`src/rtl/game_tick_sequencer.sv`:
```
// rtl/game_tick_sequencer.sv - per-tick ghost collision / dot eat sequencer and game state owner
module game_tick_sequencer #(
  parameter int XW             = 10,
  parameter int YW             = 9,
  parameter int TILE_SIZE      = 16,
  parameter int TILE_COLS      = 40,
  parameter int AW             = 11,
  parameter int SCORE_W        = 20,
  parameter int MAX_DOTS       = 300,
  parameter int POWER_TIME     = 10,
  parameter int DOT_POINTS     = 10,
  parameter int BIGDOT_POINTS  = 50,
  parameter int GHOST_POINTS   = 200
) (
  input  logic               clk,
  input  logic               reset,
  input  logic               tick,
  input  logic               start,
  input  logic [XW-1:0]      player_x,
  input  logic [YW-1:0]      player_y,
  input  logic [4*XW-1:0]    ghost_x,
  input  logic [4*YW-1:0]    ghost_y,
  output logic [AW-1:0]      dot_addr,
  input  logic [1:0]         dot_rd_data,
  output logic               dot_wr_en,
  output logic [3:0]         ghost_respawn,
  output logic [3:0]         ghost_move_en,
  output logic [2:0]         game_state,
  output logic [SCORE_W-1:0] score,
  output logic               busy,
  output logic               done
);

  localparam int TS    = $clog2(TILE_SIZE);
  localparam int ATE_W = $clog2(MAX_DOTS + 1);
  localparam int PW    = $clog2(POWER_TIME + 1);

  localparam logic [2:0] GS_STANDBY  = 3'd0;
  localparam logic [2:0] GS_PLAYING  = 3'd1;
  localparam logic [2:0] GS_POWER    = 3'd2;
  localparam logic [2:0] GS_GAMEOVER = 3'd3;
  localparam logic [2:0] GS_WIN      = 3'd4;

  localparam logic signed [XW:0] TSX  = (XW+1)'(TILE_SIZE);
  localparam logic signed [XW:0] NTSX = -TSX;
  localparam logic signed [YW:0] TSY  = (YW+1)'(TILE_SIZE);
  localparam logic signed [YW:0] NTSY = -TSY;

  localparam logic [SCORE_W:0] DOT_INC   = (SCORE_W+1)'(DOT_POINTS);
  localparam logic [SCORE_W:0] BIG_INC   = (SCORE_W+1)'(BIGDOT_POINTS);
  localparam logic [SCORE_W:0] GHOST_INC = (SCORE_W+1)'(GHOST_POINTS);
  localparam logic [ATE_W-1:0] MAX_ATE   = ATE_W'(MAX_DOTS);
  localparam logic [PW-1:0]    PT        = PW'(POWER_TIME);

  typedef enum logic [2:0] {
    S_IDLE, S_C0, S_C1, S_C2, S_C3, S_DOT_RD, S_DOT_EVAL, S_FINISH
  } seq_t;

  seq_t              seq_q, seq_d;
  logic [XW-1:0]     px_q;
  logic [YW-1:0]     py_q;
  logic [4*XW-1:0]   gx_q;
  logic [4*YW-1:0]   gy_q;
  logic [3:0]        respawned_q;
  logic              bigdot_q;
  logic [ATE_W-1:0]  ate_q;
  logic [PW-1:0]     pcnt_q;
  logic [3:0]        coll;
  logic [1:0]        gidx;
  logic              in_check;
  logic              hit;
  logic              abort;
  logic              eat;
  logic [AW-1:0]     tile_addr;

  function automatic logic [SCORE_W-1:0] sat_add(input logic [SCORE_W-1:0] a,
                                                 input logic [SCORE_W:0]   inc);
    logic [SCORE_W:0] sum;
    sum = {1'b0, a} + inc;
    return sum[SCORE_W] ? {SCORE_W{1'b1}} : sum[SCORE_W-1:0];
  endfunction

  // Overlap test per ghost against the snapshotted player position (signed distance).
  for (genvar g = 0; g < 4; g++) begin : g_coll
    logic signed [XW:0] dx;
    logic signed [YW:0] dy;
    assign dx = $signed({1'b0, gx_q[g*XW +: XW]}) - $signed({1'b0, px_q});
    assign dy = $signed({1'b0, gy_q[g*YW +: YW]}) - $signed({1'b0, py_q});
    assign coll[g] = (dx < TSX) && (dx > NTSX) && (dy < TSY) && (dy > NTSY);
  end

  assign tile_addr = AW'(py_q >> TS) * AW'(TILE_COLS) + AW'(px_q >> TS);

  // Select which ghost the current check state is looking at.
  always_comb begin
    in_check = 1'b1;
    gidx     = 2'd0;
    case (seq_q)
      S_C0:    gidx = 2'd0;
      S_C1:    gidx = 2'd1;
      S_C2:    gidx = 2'd2;
      S_C3:    gidx = 2'd3;
      default: in_check = 1'b0;
    endcase
  end

  assign hit   = in_check && coll[gidx];
  assign abort = hit && (game_state == GS_PLAYING);
  assign eat   = (seq_q == S_DOT_EVAL) && ((dot_rd_data == 2'b01) || (dot_rd_data == 2'b10));

  // Sequencer state register.
  always_ff @(posedge clk) begin
    if (reset) seq_q <= S_IDLE;
    else       seq_q <= seq_d;
  end

  // Sequencer next state: a fatal collision jumps straight to FINISH.
  always_comb begin
    seq_d = seq_q;
    case (seq_q)
      S_IDLE:     if (tick && ((game_state == GS_PLAYING) || (game_state == GS_POWER))) seq_d = S_C0;
      S_C0:       seq_d = abort ? S_FINISH : S_C1;
      S_C1:       seq_d = abort ? S_FINISH : S_C2;
      S_C2:       seq_d = abort ? S_FINISH : S_C3;
      S_C3:       seq_d = abort ? S_FINISH : S_DOT_RD;
      S_DOT_RD:   seq_d = S_DOT_EVAL;
      S_DOT_EVAL: seq_d = S_FINISH;
      S_FINISH:   seq_d = S_IDLE;
      default:    seq_d = S_IDLE;
    endcase
  end

  // Sequencer outputs; ghosts eaten this sequence are held back from moving.
  always_comb begin
    busy          = (seq_q != S_IDLE);
    done          = (seq_q == S_FINISH);
    dot_wr_en     = eat;
    ghost_move_en = 4'b0000;
    if ((seq_q == S_FINISH) && (game_state != GS_GAMEOVER)) ghost_move_en = ~respawned_q;
  end

  // Game datapath: snapshot, score, dot count, power countdown and game state.
  always_ff @(posedge clk) begin
    if (reset) begin
      game_state    <= GS_STANDBY;
      score         <= '0;
      ate_q         <= '0;
      pcnt_q        <= '0;
      dot_addr      <= '0;
      ghost_respawn <= '0;
      respawned_q   <= '0;
      bigdot_q      <= 1'b0;
      px_q          <= '0;
      py_q          <= '0;
      gx_q          <= '0;
      gy_q          <= '0;
    end else begin
      ghost_respawn <= '0;
      if ((seq_q == S_IDLE) && tick) begin
        if ((game_state == GS_STANDBY) && start) begin
          game_state <= GS_PLAYING;
        end else if ((game_state == GS_PLAYING) || (game_state == GS_POWER)) begin
          px_q        <= player_x;
          py_q        <= player_y;
          gx_q        <= ghost_x;
          gy_q        <= ghost_y;
          respawned_q <= '0;
          bigdot_q    <= 1'b0;
        end
      end
      if (hit) begin
        if (game_state == GS_POWER) begin
          ghost_respawn[gidx] <= 1'b1;
          respawned_q[gidx]   <= 1'b1;
          score               <= sat_add(score, GHOST_INC);
        end else if (game_state == GS_PLAYING) begin
          game_state <= GS_GAMEOVER;
        end
      end
      if ((seq_q == S_C3) && !abort) dot_addr <= tile_addr;
      if (eat) begin
        score <= sat_add(score, (dot_rd_data == 2'b10) ? BIG_INC : DOT_INC);
        if (ate_q < MAX_ATE) ate_q <= ate_q + 1'b1;
        if (dot_rd_data == 2'b10) begin
          pcnt_q     <= PT;
          game_state <= GS_POWER;
          bigdot_q   <= 1'b1;
        end
      end
      if ((seq_q == S_FINISH) && (game_state != GS_GAMEOVER)) begin
        if (ate_q == MAX_ATE) begin
          game_state <= GS_WIN;
        end else if ((game_state == GS_POWER) && !bigdot_q) begin
          if (pcnt_q != '0) pcnt_q     <= pcnt_q - 1'b1;
          else              game_state <= GS_PLAYING;
        end
      end
    end
  end

endmodule

```
`config.mk`:
```
export PLATFORM = sky130hd
export DESIGN_NAME = game_tick_sequencer
export DESIGN_NICKNAME = d
export VERILOG_FILES = /design/src/rtl/game_tick_sequencer.sv
export SDC_FILE = /design/constraint.sdc
export NUM_CORES = 1
export LEC_CHECK = 0
export ABC_AREA = 1
export CAP_MARGIN = 20
export CORE_ASPECT_RATIO = 0.5
export CORE_MARGIN = 1.5
export CORE_UTILIZATION = 55
export DETAILED_ROUTE_END_ITERATION = 8
export PLACE_DENSITY = 0.8
export SETUP_SLACK_MARGIN = 0.5
export SYNTH_ARGS = -nofsm -noshare
export SYNTH_HDL_FRONTEND = slang
export SYNTH_SLANG_ARGS = --single-unit
export TNS_END_PERCENT = 1
```
`constraint.sdc`:
```
create_clock -name clk -period 10.1 [get_ports clk]
set_input_delay 3.03 -clock clk [delete_from_list [all_inputs] [get_ports clk]]
set_output_delay 3.03 -clock clk [all_outputs]
set_load 0.02 [all_outputs]
```
==> flow_metrics.env, run 1 <==
export IMPL_status="complete, no violations"
export IMPL_finalCritPeriodShare_pct=77.3
export IMPL_rr_worst_depth=19
export IMPL_startpoint="dot_rd_data[0]"
export IMPL_synth_cells=1766
export IMPL_gp_congestion=0.953
export IMPL_grt_pass1_wl_mm=48.2
export IMPL_ys_ff_latch=154
export IMPL_initial_core_util_pct=56.8
export IMPL_synth_yosys_seq_area_share_pct=27.6
export IMPL_cts_root_buf="clkbuf_16"
export IMPL_yosysUniqueCellTypes=46
export IMPL_ios=146
export IMPL_p_total_w=0.00188
export IMPL_finalCriticalPeriod_ns=7.80
export IMPL_final_max_slew_viol_count=0
export IMPL_synth_area_sq_mm=0.0112
export IMPL_relSlewSlack_pct=30.4
export IMPL_grt_overflow=0
export IMPL_holdBufCountCts=0
export IMPL_vias=11300
export IMPL_drc_errors=0
export IMPL_clock_skew_ns=0.00904
export IMPL_crit_end="dot_wr_en"
export IMPL_rsz0062_at_grt="false"
export IMPL_synthArstFlopShare_pct=0
export IMPL_leakage_nw=6.68
export IMPL_finalSetupViolations=0
export IMPL_rrSetupSlack_ns=6.46
export IMPL_post_dp_hpwl_mm=20.4
export IMPL_drv_cap=0
export IMPL_grt_usage_pct=27.8
export IMPL_synth_top_area_share_pct=27.6
export IMPL_cts_tree="built"
export IMPL_postSynthAreaPerCell_sq_um=6.33
export IMPL_clk_pin_slew_ns=0.07
export IMPL_cts_made_buffers=17
export IMPL_holdWs_ns=0.457
export IMPL_drive_gt1_share_pct=3.52
export IMPL_peakVddDrop_mv=0.108
export IMPL_ant_nets=0
export IMPL_setup_tns_ns=0
export IMPL_cp_arrival_ns=4.77
export IMPL_synth_top_cells_by_count="nand2_1, nor2_1, inv_1, dfxtp_1, o21ai_0"
export IMPL_drt_total_wl_mm=28.2
export IMPL_cts_sinks=154
export IMPL_clkLatencyLatePin_ns=0.44
export IMPL_die_w_um=205
export IMPL_die_h_um=104
export IMPL_regToRegStartpoint="py_q[0]$_SDFFE_PP0P_"
export IMPL_drtIter0Drc=611
export IMPL_synth_edf_count=0
export IMPL_antenna_found_initial=0
export IMPL_crit_required_ns=7.07
export IMPL_fmax_mhz=128
export IMPL_yosysTopAreaCell="dfxtp_1"
export IMPL_clockBufferDepth=2
export IMPL_worst_pin_slew_ns=1.04
export IMPL_yosys_warnings=0
export IMPL_wl_per_cell_um=13.0
export IMPL_path_max_fanout=4
export IMPL_cts_resized_gates=0
export IMPL_rows=36
export IMPL_dieArea_sq_mm=0.0212
export IMPL_core_area_sq_mm=0.0197
export IMPL_start_kind="input pin"
export IMPL_cts_htree_levels=4
export IMPL_hold_class="reg -> reg"
export IMPL_synth_most_common_cell="nand2_1"
export IMPL_ys_dominant_reg_cell="dfxtp_1"
export IMPL_grt_max_degree=122
export IMPL_post_synth_main_area_contributors="dfxtp_1, nand2_1, nor2_1"
export IMPL_drt_first_pass_iters=5
export IMPL_crit_type="in -> out"
export IMPL_portBuffers=145
export IMPL_cts_setup_buffers=0
export IMPL_fillCellCount=1789
export IMPL_syn_num_nets=1971
export IMPL_end_kind="primary output"
export IMPL_via_per_inst=5.19
export IMPL_hold_viol_final=0
export IMPL_power_density_mw_per_mm2=140
export IMPL_syn_to_final_growth_pct=20.0
export IMPL_nets=2097
export IMPL_grt_pass1_vias=10700
export IMPL_rr_endpoint="score[19]$_SDFFE_PP0P_"
export IMPL_antenna_cells=0
-- where the power goes --
| part | internal, W | total (W) | switching, W |
|---|---|---|---|
| clock network | 0.000347 | 0.000624 | 0.000277 |
| logic | 0.000237 | 0.000612 | 0.000375 |
| registers | 0.000630 | 0.000644 | 0.0000139 |
| total | 0.00121 | 0.00188 | 0.000666 |
-- state kept, by name (all words and copies together), names as in the netlist --
| signal | count |
|---|---|
| ghost_respawn | 4 |
| py_q | 9 |
| respawned_q | 4 |
| gx_q | 40 |
| game_state | 3 |
| dot_addr | 11 |
| px_q | 10 |
| seq_q | 3 |
| pcnt_q | 4 |
| score | 20 |
| ate_q | 9 |
| bigdot_q | 1 |
| gy_q | 36 |
-- metrics by stage --
| step | area (sq um) | worst slack [ns] | cells | util, % |
|---|---|---|---|---|
| after floorplan | 11200 | 3.35 | 1766 | - |
| after global placement | 12800 | 2.36 | 2137 | 65.1 |
| after detailed placement | 12800 | 2.28 | 2137 | 65.1 |
| after CTS | 13400 | 2.28 | 2169 | 68.0 |
| after global routing | 13400 | 2.21 | 2171 | 68.1 |
| final | 13400 | 2.30 | 2171 | 68.1 |
-- cell families after synthesis --
family | Yosys count | share of synthesized area, %
AOI/OAI and AO/OA | 282 | 13.4
xor gates and xnor gates | 46 | 3.60
adders and majority gates | 104 | 12.3
buffers and inverters | 283 | 9.74
DFF | 154 | 27.6
and+or+nand+nor | 897 | 33.4
-- how the worst min path moves through the flow --
stage	end	startpoint	slack, ns	depth (start not counted)
global placement	bigdot_q$_SDFF_PP0_	bigdot_q$_SDFF_PP0_	0.43	2
global route	respawned_q[0]$_SDFF_PP0_	respawned_q[0]$_SDFF_PP0_	0.49	2
floorplan	bigdot_q$_SDFF_PP0_	bigdot_q$_SDFF_PP0_	0.42	2
CTS	bigdot_q$_SDFF_PP0_	bigdot_q$_SDFF_PP0_	0.46	2
finish	bigdot_q$_SDFF_PP0_	bigdot_q$_SDFF_PP0_	0.46	2
detailed placement	bigdot_q$_SDFF_PP0_	bigdot_q$_SDFF_PP0_	0.44	2
-- per-layer routing --
layer	part of all wire, %	routed length [um]	vias to the layer above	global-route usage, %
met5	0	0	-	0
met1	47	13300	5012	35.8
li1	-	-	5950	-
met2	45	12800	257	47.0
met3	4.5	1260	57	3.68
met4	2.7	765	0	11.4
-- cell usage in the layout, fill, tap and decap left out, types with 5 or more instances in the layout --
cell type,count
inv_1,233
a21oi_1,105
nand2_1,383
nand3_1,105
nor3_1,19
nor2_1,318
clkbuf_16,17
o21ai_0,136
xor2_1,32
clkinv_4,6
nand4_1,33
dfxtp_1,154
buf_4,5
a22oi_1,6
nand3b_1,12
clkdlybuf4s50_1,145
clkinv_2,6
nor2_2,12
o21ai_1,8
a21o_1,5
ha_1,94
fa_1,10
xnor2_1,14
-- area by class of cell --
cell class	count	area, sq um	area share, %
clock buffer	19	443	3.30
clock inverter	13	120	0.896
inverter	239	902	6.73
multi-input combinational	1329	7020	52.3
sequential	154	3080	23.0
tap	266	333	2.48
timing repair buffer	151	1520	11.3
-- worst max-delay path: stages --
cell             delay (ns)
clkdlybuf4s50_1        0.46
inv_1                  0.04
ha_1                   0.27
nor2_1                 0.30
clkdlybuf4s50_1        0.67
(Power assumes the default switching activity.)
==> run 2, diff against run 1 <==
clock period = 7.3 ns   (was 10.1 ns; I/O delays follow)
==> run 2 against run 1 <==
  * Setup slack worse by 1.1 ns
  * Via count decreased by 0.28%
  * Sequential share of layout area hardly changed
  * Hold slack better by 0.0016 ns
  * Global-route usage shrank 0.53 points
  * Die area is the same
  * Clock-buffer cell count is 2 lower
  * Register-to-register slack got worse by 2.9 ns
  * Largest power group is now clock
==> flow_metrics.env, run 2 (synthesis results as in run 1) <==
export IMPL_status="complete, no violations"
export IMPL_peakVddDrop_mv=0.144
export IMPL_end_kind="primary output"
export IMPL_core_area_sq_mm=0.0197
export IMPL_cts_tree="built"
export IMPL_p_total_w=0.00265
export IMPL_ios=146
export IMPL_dr_wl_met3_mm=1.01
export IMPL_highest_layer="met4"
export IMPL_drtIter0Drc=586
export IMPL_wl_met2_mm=12.9
export IMPL_grt_pass1_wl_mm=47.6
export IMPL_clkLatencyLatePin_ns=0.44
export IMPL_cts_sinks=154
export IMPL_drt_first_pass_iters=6
export IMPL_antenna_cells=0
export IMPL_via_per_inst=5.18
export IMPL_clock_skew_ns=0.0107
export IMPL_power_density_mw_per_mm2=197
export IMPL_hold_viol_final=0
export IMPL_post_place_ws_ns=1.21
export IMPL_cts_made_buffers=17
export IMPL_crit_type="in -> out"
export IMPL_mostFrequentLayoutCells="nand2_1, nor2_1, inv_1"
export IMPL_vias=11200
export IMPL_initial_core_util_pct=56.8
export IMPL_wl_per_cell_um=12.8
export IMPL_worst_pin_slew_ns=0.922
export IMPL_leakage_nw=6.68
export IMPL_holdBufCountCts=0
export IMPL_fin_ws_ns=1.21
export IMPL_wl_met1_mm=13.3
export IMPL_largestRegisters="gx_q (40), gy_q (36), score (20)"
export IMPL_cts_root_buf="clkbuf_16"
export IMPL_grt_overflow=0
export IMPL_portBuffers=145
export IMPL_slowest_delay_ns=0.66
export IMPL_relSlewSlack_pct=38.4
export IMPL_setup_tns_ns=0
export IMPL_dieArea_sq_mm=0.0212
export IMPL_clockBufferDepth=2
export IMPL_path_max_fanout=4
export IMPL_cts_setup_buffers=0
export IMPL_grt_pass1_vias=10500
export IMPL_rows=36
export IMPL_ant_nets=0
export IMPL_antenna_found_initial=0
export IMPL_cp_common_cell="clkdlybuf4s50_1"
export IMPL_grt_max_degree=76
export IMPL_drv_cap=0
export IMPL_crit_path_cell_trace="clkdlybuf4s50_1, inv_1, ha_1, nor2_1, clkdlybuf4s50_1"
export IMPL_finalCritPeriodShare_pct=83.4
export IMPL_final_common_cell="nand2_1"
export IMPL_final_max_slew_viol_count=0
export IMPL_holdWs_ns=0.459
export IMPL_rsz0062_at_grt="false"
export IMPL_cts_resized_gates=0
export IMPL_finalCriticalPeriod_ns=6.09
export IMPL_drc_errors=0
export IMPL_largest_reg_flops=40
export IMPL_crit_required_ns=5.11
export IMPL_fmax_mhz=164
export IMPL_cp_arrival_ns=3.90
export IMPL_clk_pin_slew_ns=0.07
export IMPL_start_kind="input pin"
export IMPL_cts_htree_levels=4
export IMPL_post_dp_hpwl_mm=20.6
export IMPL_drt_total_wl_mm=27.9
export IMPL_cpMaxStageDelayCell="clkdlybuf4s50_1"
export IMPL_die_w_um=205
export IMPL_nets=2097
export IMPL_syn_to_final_growth_pct=20.1
export IMPL_grt_usage_pct=27.3
export IMPL_hold_class="reg -> reg"
export IMPL_largest_register="gx_q"
export IMPL_gp_congestion=0.940
export IMPL_drive_gt1_share_pct=3.57
export IMPL_finalSetupViolations=0
export IMPL_die_h_um=104
-- run 2: layout make-up --
cell class,count,area [sq um]
flip-flops and latches,154,3080
clock inverters,15,176
fillers,1712,6250
inverters,239,902
clock buffers,17,425
well taps,266,333
multi-input cells,1329,7020
repair buffers,151,1500
-- run 2: power by group --
part	switching, W	internal [W]
Clock	0.000403	0.000516
Combinational	0.000515	0.000327
Sequential	0.0000195	0.000871
-- run 2: per-layer routing --
metal | track usage, % | vias up
met2 | 45.9 | 215
met3 | 3.90 | 49
met1 | 35.7 | 5033
li1 | - | 5947
met5 | 0 | -
met4 | 9.51 | 0
-- run 2: path summary, 6_finish.rpt --
kind	startpoint	slack (ns)	depth (start not counted)	end
worst max-delay path	dot_rd_data[0]	1.21	5	dot_wr_en
worst min-delay path	bigdot_q$_SDFF_PP0_	0.46	2	bigdot_q$_SDFF_PP0_
worst max register to register	game_state[1]$_SDFF_PP0_	3.61	11	gx_q[30]$_SDFFE_PP0P_
worst min register to register	bigdot_q$_SDFF_PP0_	0.46	2	bigdot_q$_SDFF_PP0_
-- run 2: stage by stage --
step                std cells  cell area (sq um)  util [%]
floorplan                1766              11200         -
global placement         2139              12800      65.2
detailed placement       2139              12800      65.2
CTS                      2171              13400      68.2
global route             2171              13400      68.2
finish                   2171              13400      68.2
-- run 2: worst max-delay path, delay by kind of cell --
family                   cells  cell delay [ns]
AND/OR/NAND/NOR              1             0.27
adder cells (fa/ha/maj)      1             0.28
buffers and inverters        3             1.15
==> run 3, diff against run 2 <==
CORE_UTILIZATION = 51   (was 55)
PLACE_DENSITY = 0.78   (was 0.8)
clock period = 5.1 ns   (was 7.3 ns; I/O delays follow)
==> run 3 against run 2 <==
  * Combinational power rose by 44%
  * Sequential share of layout area fell by 0.18 points
  * Clock power rose by 48%
  * Sequential power rose by 43%
  * Hold slack improved by 0.0030 ns
  * Final area rose by 0.79%
  * Register-to-register slack got worse by 2.4 ns
  * Critical path depth did not move
  * Global-route usage fell by 1.4 points
  * Clock-buffer cell count rose by 1
  * Wire length rose by 2.0%
  * Power rose by 45%
  * Critical path type unchanged
  * Largest power group unchanged
==> flow_metrics.env, run 3 (synthesis results as in run 1) <==
export IMPL_holdBufCountCts=0
export IMPL_via_per_inst=5.14
export IMPL_largest_reg_flops=40
export IMPL_final_common_cell="nand2_1"
export IMPL_holdPathStages=2
export IMPL_drtIter0Drc=724
export IMPL_crit_required_ns=3.57
export IMPL_fin_area_sq_mm=0.0135
export IMPL_rsz0062_at_grt="false"
export IMPL_rr_endpoint="score[4]$_SDFFE_PP0P_"
export IMPL_clockBufferDepth=2
export IMPL_drv_cap=0
export IMPL_die_w_um=212
export IMPL_finalCritPeriodShare_pct=88.3
export IMPL_rows=38
export IMPL_regToRegStartpoint="py_q[0]$_SDFFE_PP0P_"
export IMPL_clk_pin_slew_ns=0.06
export IMPL_hold_class="reg -> reg"
export IMPL_vias=11300
export IMPL_relSlewSlack_pct=40.4
export IMPL_register_area_sq_mm=0.00308
export IMPL_initial_core_util_pct=51.8
export IMPL_largest_register="gx_q"
export IMPL_cts_made_buffers=17
export IMPL_fillCellCount=2053
export IMPL_slowest_delay_ns=0.46
export IMPL_dieArea_sq_mm=0.0229
export IMPL_nets=2099
export IMPL_hold_viol_final=0
export IMPL_cpMaxStageDelayCell="clkdlybuf4s50_1"
export IMPL_start_kind="input pin"
export IMPL_final_max_slew_viol_count=0
export IMPL_cp_arrival_ns=2.97
export IMPL_grt_pass1_wl_mm=47.6
export IMPL_p_total_w=0.00385
export IMPL_ios=146
export IMPL_crit_path_cell_trace="clkdlybuf4s50_1, inv_1, ha_1, nor2_1, dlygate4sd2_1"
export IMPL_drc_errors=0
export IMPL_clock_skew_ns=0.0107
export IMPL_drt_first_pass_iters=5
export IMPL_post_dp_hpwl_mm=21.4
export IMPL_grt_overflow=0
export IMPL_cts_tree="built"
export IMPL_placed_cell_area_sq_mm=0.0129
export IMPL_end_kind="primary output"
export IMPL_leakage_nw=6.71
export IMPL_min_to="respawned_q[3]$_SDFF_PP0_"
export IMPL_setup_tns_ns=0
export IMPL_antenna_found_initial=0
export IMPL_cts_sinks=154
export IMPL_grt_usage_pct=25.9
export IMPL_power_density_mw_per_mm2=284
export IMPL_cts_resized_gates=1
export IMPL_portBuffers=145
export IMPL_drive_gt1_share_pct=3.67
export IMPL_syn_to_final_growth_pct=21.1
export IMPL_gp_congestion=0.947
export IMPL_largestRegisters="gx_q (40), gy_q (36), score (20)"
export IMPL_clkLatencyLatePin_ns=0.45
export IMPL_finish_utilization_pct=62.7
export IMPL_finalSetupViolations=0
export IMPL_fmax_mhz=222
export IMPL_core_area_sq_mm=0.0216
export IMPL_crit_type="in -> out"
export IMPL_cts_root_buf="clkbuf_16"
export IMPL_fin_ws_ns=0.598
export IMPL_antenna_cells=0
export IMPL_rrSetupSlack_ns=1.24
export IMPL_mostFrequentLayoutCells="nand2_1, nor2_1, inv_1"
export IMPL_ant_nets=0
export IMPL_drt_total_wl_mm=28.4
export IMPL_peakVddDrop_mv=0.161
export IMPL_cts_setup_buffers=0
export IMPL_finalCriticalPeriod_ns=4.50
export IMPL_status="complete, no violations"
export IMPL_grt_max_degree=72
export IMPL_worst_pin_slew_ns=0.887
export IMPL_post_place_ws_ns=0.341
export IMPL_wl_per_cell_um=12.9
export IMPL_multiInputGateArea_sq_mm=0.00702
export IMPL_die_h_um=108
export IMPL_rr_worst_depth=19
export IMPL_grt_pass1_vias=10400
export IMPL_cts_htree_levels=4
export IMPL_hold_start="respawned_q[3]$_SDFF_PP0_"
export IMPL_path_max_fanout=4
-- run 3: how the worst max path moves through the flow --
stage | startpoint | to | slack, ns | depth (start not counted)
floorplan | dot_rd_data[0] | score[12]$_SDFFE_PP0P_ | 1.31 | 17
global placement | dot_rd_data[0] | dot_wr_en | 0.40 | 5
detailed placement | dot_rd_data[0] | dot_wr_en | 0.34 | 5
CTS | dot_rd_data[0] | dot_wr_en | 0.63 | 5
global route | dot_rd_data[0] | dot_wr_en | 0.58 | 5
finish | dot_rd_data[0] | dot_wr_en | 0.60 | 5
-- run 3: power by group --
part / switching (W) / internal (W) / total, W / leakage, nW
Sequential: 0.0000277 / 0.00125 / 0.00127 / 1.25
Combinational: 0.000736 / 0.000471 / 0.00121 / 5.16
Clock: 0.000569 / 0.000794 / 0.00136 / 0.297
Total: 0.00133 / 0.00251 / 0.00385 / 6.71
-- run 3: layout make-up --
type | count | area share [%]
Inverter | 239 | 6.66
Sequential cell | 154 | 22.8
Multi-Input combinational cell | 1329 | 51.8
Clock inverter | 14 | 1.39
Timing Repair Buffer | 153 | 11.3
Tap cell | 300 | 2.77
Clock buffer | 18 | 3.24
-- run 3: metrics by stage --
stage	instances	hold slack, ns
after floorplan	1766	0.421
final	2207	0.462
after CTS	2207	0.460
after detailed placement	2175	0.446
after global routing	2207	0.481
after global placement	2175	0.440
-- run 3: worst max-delay path: cells and delay by family --
kind / cells / cell delay [ns]
simple gates: 1 / 0.28
fa+ha+maj: 1 / 0.29
buf+inv: 3 / 0.88
-- run 3: per-layer routing --
metal / track usage (%) / share of wire, % / up-vias
met5: 0 / 0 / -
met4: 9.32 / 2.2 / 0
met3: 4.11 / 4.9 / 47
met2: 44.7 / 46 / 272
met1: 32.7 / 47 / 5071
li1: - / - / 5947
